[config.mk]
export PLATFORM = sky130hd
export DESIGN_NAME = c1541_sd_server
export DESIGN_NICKNAME = d
export VERILOG_FILES = /design/src/rtl/c1541_sd_server_pkg.sv /design/src/rtl/c1541_sd_pacer.sv /design/src/rtl/c1541_sd_server.sv
export SDC_FILE = /design/constraint.sdc
export NUM_CORES = 1
export LEC_CHECK = 0
export BUFFER_PORTS_ARGS = -buffer_cell sky130_fd_sc_hd__buf_2
export CAP_MARGIN = 0
export CORE_UTILIZATION = 50
export CTS_CLUSTER_DIAMETER = 120
export CTS_CLUSTER_SIZE = 16
export DETAILED_ROUTE_END_ITERATION = 7
export PLACE_DENSITY = 0.8
export RECOVER_POWER = 50
export SLEW_MARGIN = 30
export SYNTH_ARGS = -nofsm -noshare
export SYNTH_HDL_FRONTEND = slang
export SYNTH_HIERARCHICAL = 1
export SYNTH_SLANG_ARGS = --single-unit
[constraint.sdc]
create_clock -name clk_sys -period 7.5 [get_ports clk_sys]
set_clock_uncertainty 0.05 [all_clocks]
set_input_delay 1.125 -clock clk_sys [delete_from_list [all_inputs] [get_ports clk_sys]]
set_output_delay 1.125 -clock clk_sys [all_outputs]
set_load 0.05 [all_outputs]
[src/rtl/c1541_sd_server_pkg.sv]
// ============================================================================
// Module      : c1541_pkg
// Description : Shared types and constants for the C1541 SD block server.
// Revision    : 1.0 - initial release
// ============================================================================
`default_nettype none

package c1541_pkg;

    localparam int BLK_BYTES  = 512;
    localparam int BLK_AW     = 9;
    localparam int MEM_AW_DEF = 24;

    typedef enum logic [3:0] {
        IDLE     = 4'd0,
        RD_FETCH = 4'd1,
        RD_PUT   = 4'd2,
        RD_GAP   = 4'd3,
        WR_ADDR  = 4'd4,
        WR_WAIT  = 4'd5,
        WR_STORE = 4'd6,
        WR_GAP   = 4'd7,
        DONE     = 4'd8
    } state_t;

endpackage

`default_nettype wire

[src/rtl/c1541_sd_pacer.sv]
// ============================================================================
// Module      : c1541_sd_pacer
// Description : Loadable down-counter used for buffer-latency and pacing waits.
// Revision    : 1.0 - initial release
// ============================================================================
`default_nettype none

module c1541_sd_pacer #(
    parameter int WIDTH = 16
) (
    input  logic             clk,
    input  logic             rst_n,
    input  logic             i_load,
    input  logic [WIDTH-1:0] i_load_val,
    input  logic             i_count,
    output logic             o_zero
);

    logic [WIDTH-1:0] r_cnt;

    always_ff @(posedge clk) begin
        if (!rst_n) begin
            r_cnt <= '0;
        end else if (i_load) begin
            r_cnt <= i_load_val;
        end else if (i_count && (r_cnt != '0)) begin
            r_cnt <= r_cnt - 1'b1;
        end
    end

    assign o_zero = (r_cnt == '0);

endmodule

`default_nettype wire

[src/rtl/c1541_sd_server.sv]
// ============================================================================
// Module      : c1541_sd_server
// Description : Block responder mapping 512-byte drive requests onto an image memory.
// Revision    : 1.0 - initial release
// ============================================================================
`default_nettype none

module c1541_sd_server
    import c1541_pkg::*;
#(
    parameter int MEM_AW = MEM_AW_DEF,
    parameter int RD_LAT = 2,
    parameter int PACE   = 0
) (
    input  logic              clk_sys,
    input  logic              reset_n,
    input  logic [31:0]       sd_lba,
    input  logic              sd_rd,
    input  logic              sd_wr,
    output logic              sd_ack,
    output logic [8:0]        sd_buff_addr,
    output logic [7:0]        sd_buff_dout,
    output logic              sd_buff_wr,
    input  logic [7:0]        sd_buff_din,
    input  logic [MEM_AW-10:0] img_blocks,
    input  logic              img_ro,
    output logic [MEM_AW-1:0] mem_addr,
    output logic              mem_rd,
    output logic              mem_wr,
    output logic [7:0]        mem_din,
    input  logic [7:0]        mem_dout,
    input  logic              mem_ready
);

    localparam int              c_pw       = 16;
    // WR_ADDR itself is the first latency cycle, so the pacer covers the rest.
    localparam logic [c_pw-1:0] c_lat_load  = c_pw'((RD_LAT > 0) ? (RD_LAT - 1) : 0);
    localparam logic [c_pw-1:0] c_pace_load = c_pw'(PACE);

    state_t              r_state;
    state_t              w_next;
    logic [MEM_AW-10:0]  r_lba;
    logic [BLK_AW-1:0]   r_idx;
    logic                r_in_range;
    logic                r_wr_ok;
    logic                r_ack;
    logic [7:0]          r_dout;
    logic [7:0]          r_mem_din;

    logic                w_accept;
    logic                w_in_range;
    logic                w_last;
    logic                w_zero;
    logic                w_pace_load;
    logic [c_pw-1:0]     w_pace_val;
    logic                w_pace_count;
    logic                w_mem_rd;
    logic                w_mem_wr;
    logic                w_buff_wr;
    logic                w_rd_cap;
    logic                w_wr_cap;
    logic                w_adv;

    assign w_accept     = (r_state == IDLE) && (sd_rd || sd_wr);
    assign w_in_range   = sd_lba < 32'(img_blocks);
    assign w_last       = (r_idx == BLK_AW'(BLK_BYTES - 1));
    assign w_pace_load  = (r_state == WR_ADDR) || (r_state == RD_PUT) || (r_state == WR_STORE);
    assign w_pace_val   = (r_state == WR_ADDR) ? c_lat_load : c_pace_load;
    assign w_pace_count = (r_state == WR_WAIT) || (r_state == RD_GAP) || (r_state == WR_GAP);

    c1541_sd_pacer #(
        .WIDTH (c_pw)
    ) u_pacer (
        .clk        (clk_sys),
        .rst_n      (reset_n),
        .i_load     (w_pace_load),
        .i_load_val (w_pace_val),
        .i_count    (w_pace_count),
        .o_zero     (w_zero)
    );

    always_ff @(posedge clk_sys) begin
        if (!reset_n) begin
            r_state <= IDLE;
        end else begin
            r_state <= w_next;
        end
    end

    always_comb begin
        w_next    = r_state;
        w_mem_rd  = 1'b0;
        w_mem_wr  = 1'b0;
        w_buff_wr = 1'b0;
        w_rd_cap  = 1'b0;
        w_wr_cap  = 1'b0;
        w_adv     = 1'b0;
        case (r_state)
            IDLE: begin
                if (sd_rd) begin
                    w_next = RD_FETCH;
                end else if (sd_wr) begin
                    w_next = WR_ADDR;
                end
            end
            RD_FETCH: begin
                w_mem_rd = r_in_range;
                if (!r_in_range || mem_ready) begin
                    w_rd_cap = 1'b1;
                    w_next   = RD_PUT;
                end
            end
            RD_PUT: begin
                w_buff_wr = 1'b1;
                w_next    = RD_GAP;
            end
            RD_GAP: begin
                if (w_zero) begin
                    w_adv  = !w_last;
                    w_next = w_last ? DONE : RD_FETCH;
                end
            end
            WR_ADDR: begin
                w_next = WR_WAIT;
            end
            WR_WAIT: begin
                if (w_zero) begin
                    w_wr_cap = 1'b1;
                    w_next   = WR_STORE;
                end
            end
            WR_STORE: begin
                // Read-only or out-of-range writes are silently dropped.
                w_mem_wr = r_wr_ok;
                if (!r_wr_ok || mem_ready) begin
                    w_next = WR_GAP;
                end
            end
            WR_GAP: begin
                if (w_zero) begin
                    w_adv  = !w_last;
                    w_next = w_last ? DONE : WR_ADDR;
                end
            end
            DONE: begin
                w_next = IDLE;
            end
            default: begin
                w_next = IDLE;
            end
        endcase
    end

    always_ff @(posedge clk_sys) begin
        if (!reset_n) begin
            r_ack      <= 1'b0;
            r_lba      <= '0;
            r_idx      <= '0;
            r_in_range <= 1'b0;
            r_wr_ok    <= 1'b0;
            r_dout     <= 8'h00;
            r_mem_din  <= 8'h00;
        end else begin
            if (w_accept) begin
                r_ack      <= 1'b1;
                r_lba      <= sd_lba[MEM_AW-10:0];
                r_idx      <= '0;
                r_in_range <= w_in_range;
                r_wr_ok    <= w_in_range && !img_ro;
            end
            // Ack stays high through DONE so it is low for exactly the IDLE cycle.
            if (r_state == DONE) begin
                r_ack <= 1'b0;
            end
            if (w_rd_cap) begin
                r_dout <= r_in_range ? mem_dout : 8'h00;
            end
            if (w_wr_cap) begin
                r_mem_din <= sd_buff_din;
            end
            if (w_adv) begin
                r_idx <= r_idx + 1'b1;
            end
        end
    end

    assign sd_ack       = r_ack;
    assign sd_buff_addr = r_idx;
    assign sd_buff_dout = r_dout;
    assign sd_buff_wr   = w_buff_wr;
    assign mem_addr     = {r_lba, r_idx};
    assign mem_rd       = w_mem_rd;
    assign mem_wr       = w_mem_wr;
    assign mem_din      = r_mem_din;

endmodule

`default_nettype wire

After elaboration in Yosys (flattened, before gate mapping)
Index checks and enable logic that the tools add are counted.
{ "totals": {"regBits": 63} }
{ "op_classes": {"addsub": 2, "order_cmp": 1, "n_eq_ne": 15, "n_mux": 25, "n_bitwise": 1, "n_reduce_logical": 22} }
{ "op_table": {"columns": ["op", "count"], "rows": [
  ["$mux W4", 9],
  ["$lt A32 B15 Y1", 1],
  ["$mux W16", 2],
  ["$pmux W4 S8", 1],
  ["$mux W9", 2],
  ["$eq A4 B3 Y1 const B", 4],
  ["$logic_not A16 Y1", 1],
  ["$reduce_bool A16 Y1", 1],
  ["$sub A16 B1 Y16 const B", 1],
  ["$mux W1", 10],
  ["$add A9 B1 Y9 const B", 1],
  ["$eq A9 B9 Y1 const B", 1],
  ["$eq A4 B2 Y1 const B", 2],
  ["$mux W8", 1],
  ["$ne A2 B1 Y1 const B", 4],
  ["$logic_or A1 B1 Y1", 7],
  ["$reduce_and A6 Y1", 1],
  ["$eq A4 B1 Y1 const B", 1],
  ["$eq A4 B4 Y1 const B", 1],
  ["$logic_not A1 Y1", 4],
  ["$logic_not A4 Y1", 1],
  ["$reduce_bool A2 Y1", 2],
  ["$reduce_or A2 Y1", 2],
  ["$logic_and A1 B1 Y1", 3],
  ["3 further kinds", 3]
]} }

Logic depth before layout (Yosys ltp)
{ "logic_depth": {"word_depth": 6, "ltp_mapped": 11} }

Hierarchy
The synthesis kept the hierarchy.
{ "modules_own_cells": {"columns": ["module", "instances", "cells_per_inst", "area_each_um2"], "rows": [
  ["c1541_sd_server", 1, 302, 2538.7],
  ["c1541_sd_pacer", 1, 123, 977.2]
]} }

Least setup slack after synthesis
OpenSTA, ideal clock, no wires.
{ "synth_path": {"kind": "flip-flop to output port", "from": "register r_state[2]", "to": "output port mem_wr", "arrival_time_ns": 2.222, "setup_slack_ns": 4.103, "stages_incl_launch_ff": 3, "cell_sequence": "dfxtp_1 -> clkbuf_1 -> nor4bb_1"} }
{ "synth_between": {"elab_chain_cells": 2} }
{ "synth_rtl": {"columns": ["item", "line", "rtl"], "rows": [
  ["start: declaration", "c1541_sd_server.sv:40", "state_t r_state;"],
  ["start signal: assignment", "c1541_sd_server.sv:86", "r_state <= w_next;"],
  ["$eq A4 B3 Y1", "c1541_sd_server.sv:98", "case (r_state)"],
  ["$mux W1", "c1541_sd_server.sv:98", null],
  ["end: declaration", "c1541_sd_server.sv:29", "output logic mem_wr,"]
]} }
Every way passes these cells.

==> metrics <==
fraction of the yosys area taken by sequential cells=0.3587; result of the run=complete, but fails checks; Area growth, synth to finish=23.06%; Filler Cells Inserted=629; slew of the pin with the lowest slew margin=2.204 ns; area inside the core boundary=6794 um^2; accumulated negative setup slack=0 ns; maximum fanout count along the critical path=62; final cycle utilization of the critical path=0.4617; combinational cell fraction of total power=0.424; violated checks=capacitance limit, slew limit; cell count after synthesis=425; type of the setup path with the least slack=in2reg; critical path data required time=7.73 ns; most frequent cells in the layout=87 x sky130_fd_sc_hd__buf_2, 63 x sky130_fd_sc_hd__dfxtp_1, 48 x sky130_fd_sc_hd__nand2_1; number of setup violations in the final report=0; post-route design area=4327 um^2; max-cap viol count=1; gr ovfl total=0; Rel. slew slack=-0.4692; # port buffers=121; relative contribution of the clock network to total power=0.236; Crit path buffers/inverters=2; final critical-path required period=3.463 ns; remaining design rule violation count=0; leakage power=1.866 nW; Setup crit start kind=input port; cell-by-cell listing of the critical path=clkbuf_1 -> inv_1 -> a2111o_1 -> nand3_1; internal power=0.8193 mW; Clk pin slew, worst setup/hold paths=0.07 ns; met2 Usage GRT=0.4102; Antenna Nets Post-Route=0; I/O pin count=122; pre-CTS setup slack=4.580 ns; routed via count=3,467; vias in the first global route=3,198; number of warnings printed during yosys synthesis=6; mean instance size in the synthesized netlist=8.273 um^2; Placed Instance Area=4148 um^2; CP max-delay cell=sky130_fd_sc_hd__clkbuf_1; CP delay by family, top=buffers and inverters; Max stage delay on crit path=1.54 ns; worst-case setup margin in the final layout=4.037 ns; average routed wire per standard cell=13.08 um; Sequential cell area=1261 um^2; commonest register cell after synthesis=sky130_fd_sc_hd__dfxtp_1; largest net degree at the start of global routing=63; number of design-rule violations left by the first detailed-router iteration=193; clock latency at the later pin of the worst-skew pair=0.34 ns; first-pass iteration count of the detailed router=4; Max Fclk=0.2888 GHz; DIE AREA=7371 um^2; buffer depth of the longest clock path=2; Clock Sinks=63; total count of max-transition violations in the final report=63; H-tree Lvls=3; critical path endpoint category=register; netlist area before placement=3516 um^2; antenna violations before repair=0; fraction of registers with async set/reset=0; flip-flop and latch count after synthesis=63; R2R Setup Slk=4.49 ns; sequential cell fraction of total power=0.341; switching share of power=0.4386; number of standard-cell rows in the floorplan=30; multi-input gate area in the final layout=2049 um^2; chip width=85.86 um; switching power=0.6401 mW; all-layer global routing usage=0.2409; antenna diode instance count=0; hold_buf cts=0; P per Cell Area=337.3 nW/um^2; share of final-layout standard cells stronger than drive strength 1=0.2099; met1 usage=0.2979; number of buffers created by CTS=9; arrival time at the worst endpoint=3.69 ns; synth unique cells=62; unrepaired setup endpoints after global routing=false; final hold violations=0; DP HPWL=6.015 mm; most common cell after layout, fill and taps aside=sky130_fd_sc_hd__buf_2; overall die height=85.86 um; grt peak-use layer=met2; vias per cell=5.384; initial core utilization=0.5175; total routed wirelength=8.424 mm; worst ir drop on vdd=234.1 uV; classification of the worst-slack hold path=reg2reg; cell chosen for the clock root=sky130_fd_sc_hd__clkbuf_8; CTS tree=built; number of enable-type register cells in the synthesized netlist=0; Final #Nets=629; global placement routability congestion=0.8326; number of cells upsized or downsized after cts=0; post-CTS setup buffer count=0; global-route wire length before repair=14.26 mm; met3 usage=0.06160
==> worst reg2reg max path, delay by kind of cell, from the launching register on <==
family / cells / cell delay [ns]
AND/OR/NAND/NOR: 5 / 1.99
AO/OA/AOI/OAI: 1 / 0.28
flip-flops: 1 / 0.59
==> power by group through the flow <==
stage                     Sequential, mW  Combinational (mW)  Clock (mW)
final                              0.497               0.618       0.344
after global routing               0.511               0.687       0.365
after CTS                          0.495               0.630       0.349
after detailed placement           0.500               0.624           0
after global placement             0.495               0.612           0
after floorplan                    0.557               0.415           0
==> final timing paths <==
path,start,endpoint,cells past startpoint
worst max-delay path,reset_n,u_pacer/r_cnt[1],4
worst min-delay path,r_lba[11],r_lba[11],2
worst max register to register,r_state[2],u_pacer/r_cnt[13],6
worst min register to register,r_lba[11],r_lba[11],2
==> sequential cells by signal, summed over array words and instances (netlist names) <==
register,count
r_in_range,1
mem_din,8
r_wr_ok,1
sd_buff_dout,8
r_state,4
r_lba,15
sd_buff_addr,9
u_pacer/r_cnt,16
sd_ack,1
==> cells by family after synthesis <==
| group | after synthesis | synth area share |
|---|---|---|
| mux | 9 | 0.02562 |
| buf+inv | 53 | 0.07153 |
| other cells | 1 | 0.001067 |
| xor+xnor | 1 | 0.002492 |
| fa+ha+maj | 17 | 0.06050 |
| flops | 63 | 0.3587 |
| compound gates | 101 | 0.1964 |
| simple gates | 180 | 0.2836 |
==> area by class of cell <==
type,count,area share
Timing Repair Buffer,124,0.1345
Clock inverter,4,0.01764
Clock buffer,12,0.03586
Multi-Input combinational cell,323,0.4737
Sequential cell,63,0.2915
Inverter,22,0.01909
Tap cell,96,0.02776
==> layer usage <==
metal	share of wire	routed length (um)
met5	0	0
met4	0.013	110
met3	0.060	507
met2	0.48	4045
met1	0.45	3761
==> through the flow <==
step | std cells | power [mW] | utilization | hold slack [ns]
floorplan | 439 | 0.9723 | - | 0.3890
global placement | 628 | 1.107 | 0.6105 | 0.3894
detailed placement | 628 | 1.124 | 0.6105 | 0.3955
CTS | 644 | 1.474 | 0.6446 | 0.4054
global route | 644 | 1.563 | 0.6368 | 0.4340
finish | 644 | 1.459 | 0.6368 | 0.4148
==> synthesized netlist by cell type (all sizes together), types with 3 or more instances <==
cell type,n,area share
nor4b,4,0.010
or4b,3,0.0096
nor2,26,0.028
nand3b,3,0.0064
nor3,13,0.023
nand3,12,0.017
dfxtp,63,0.36
nor2b,24,0.043
nor4,8,0.018
clkbuf,14,0.015
or4,6,0.014
or3,8,0.015
and3,5,0.0089
nand2b,5,0.011
o21ai,25,0.037
inv,21,0.022
a21oi,10,0.014
buf,17,0.033
nand2,48,0.051
ha,17,0.060
a21boi,21,0.045
nand4,8,0.014
mux2i,9,0.026
o41ai,3,0.0075
a31oi,10,0.018
a311oi,3,0.0075
a22oi,10,0.021
No activity file was read; power rests on OpenSTA's default activity.
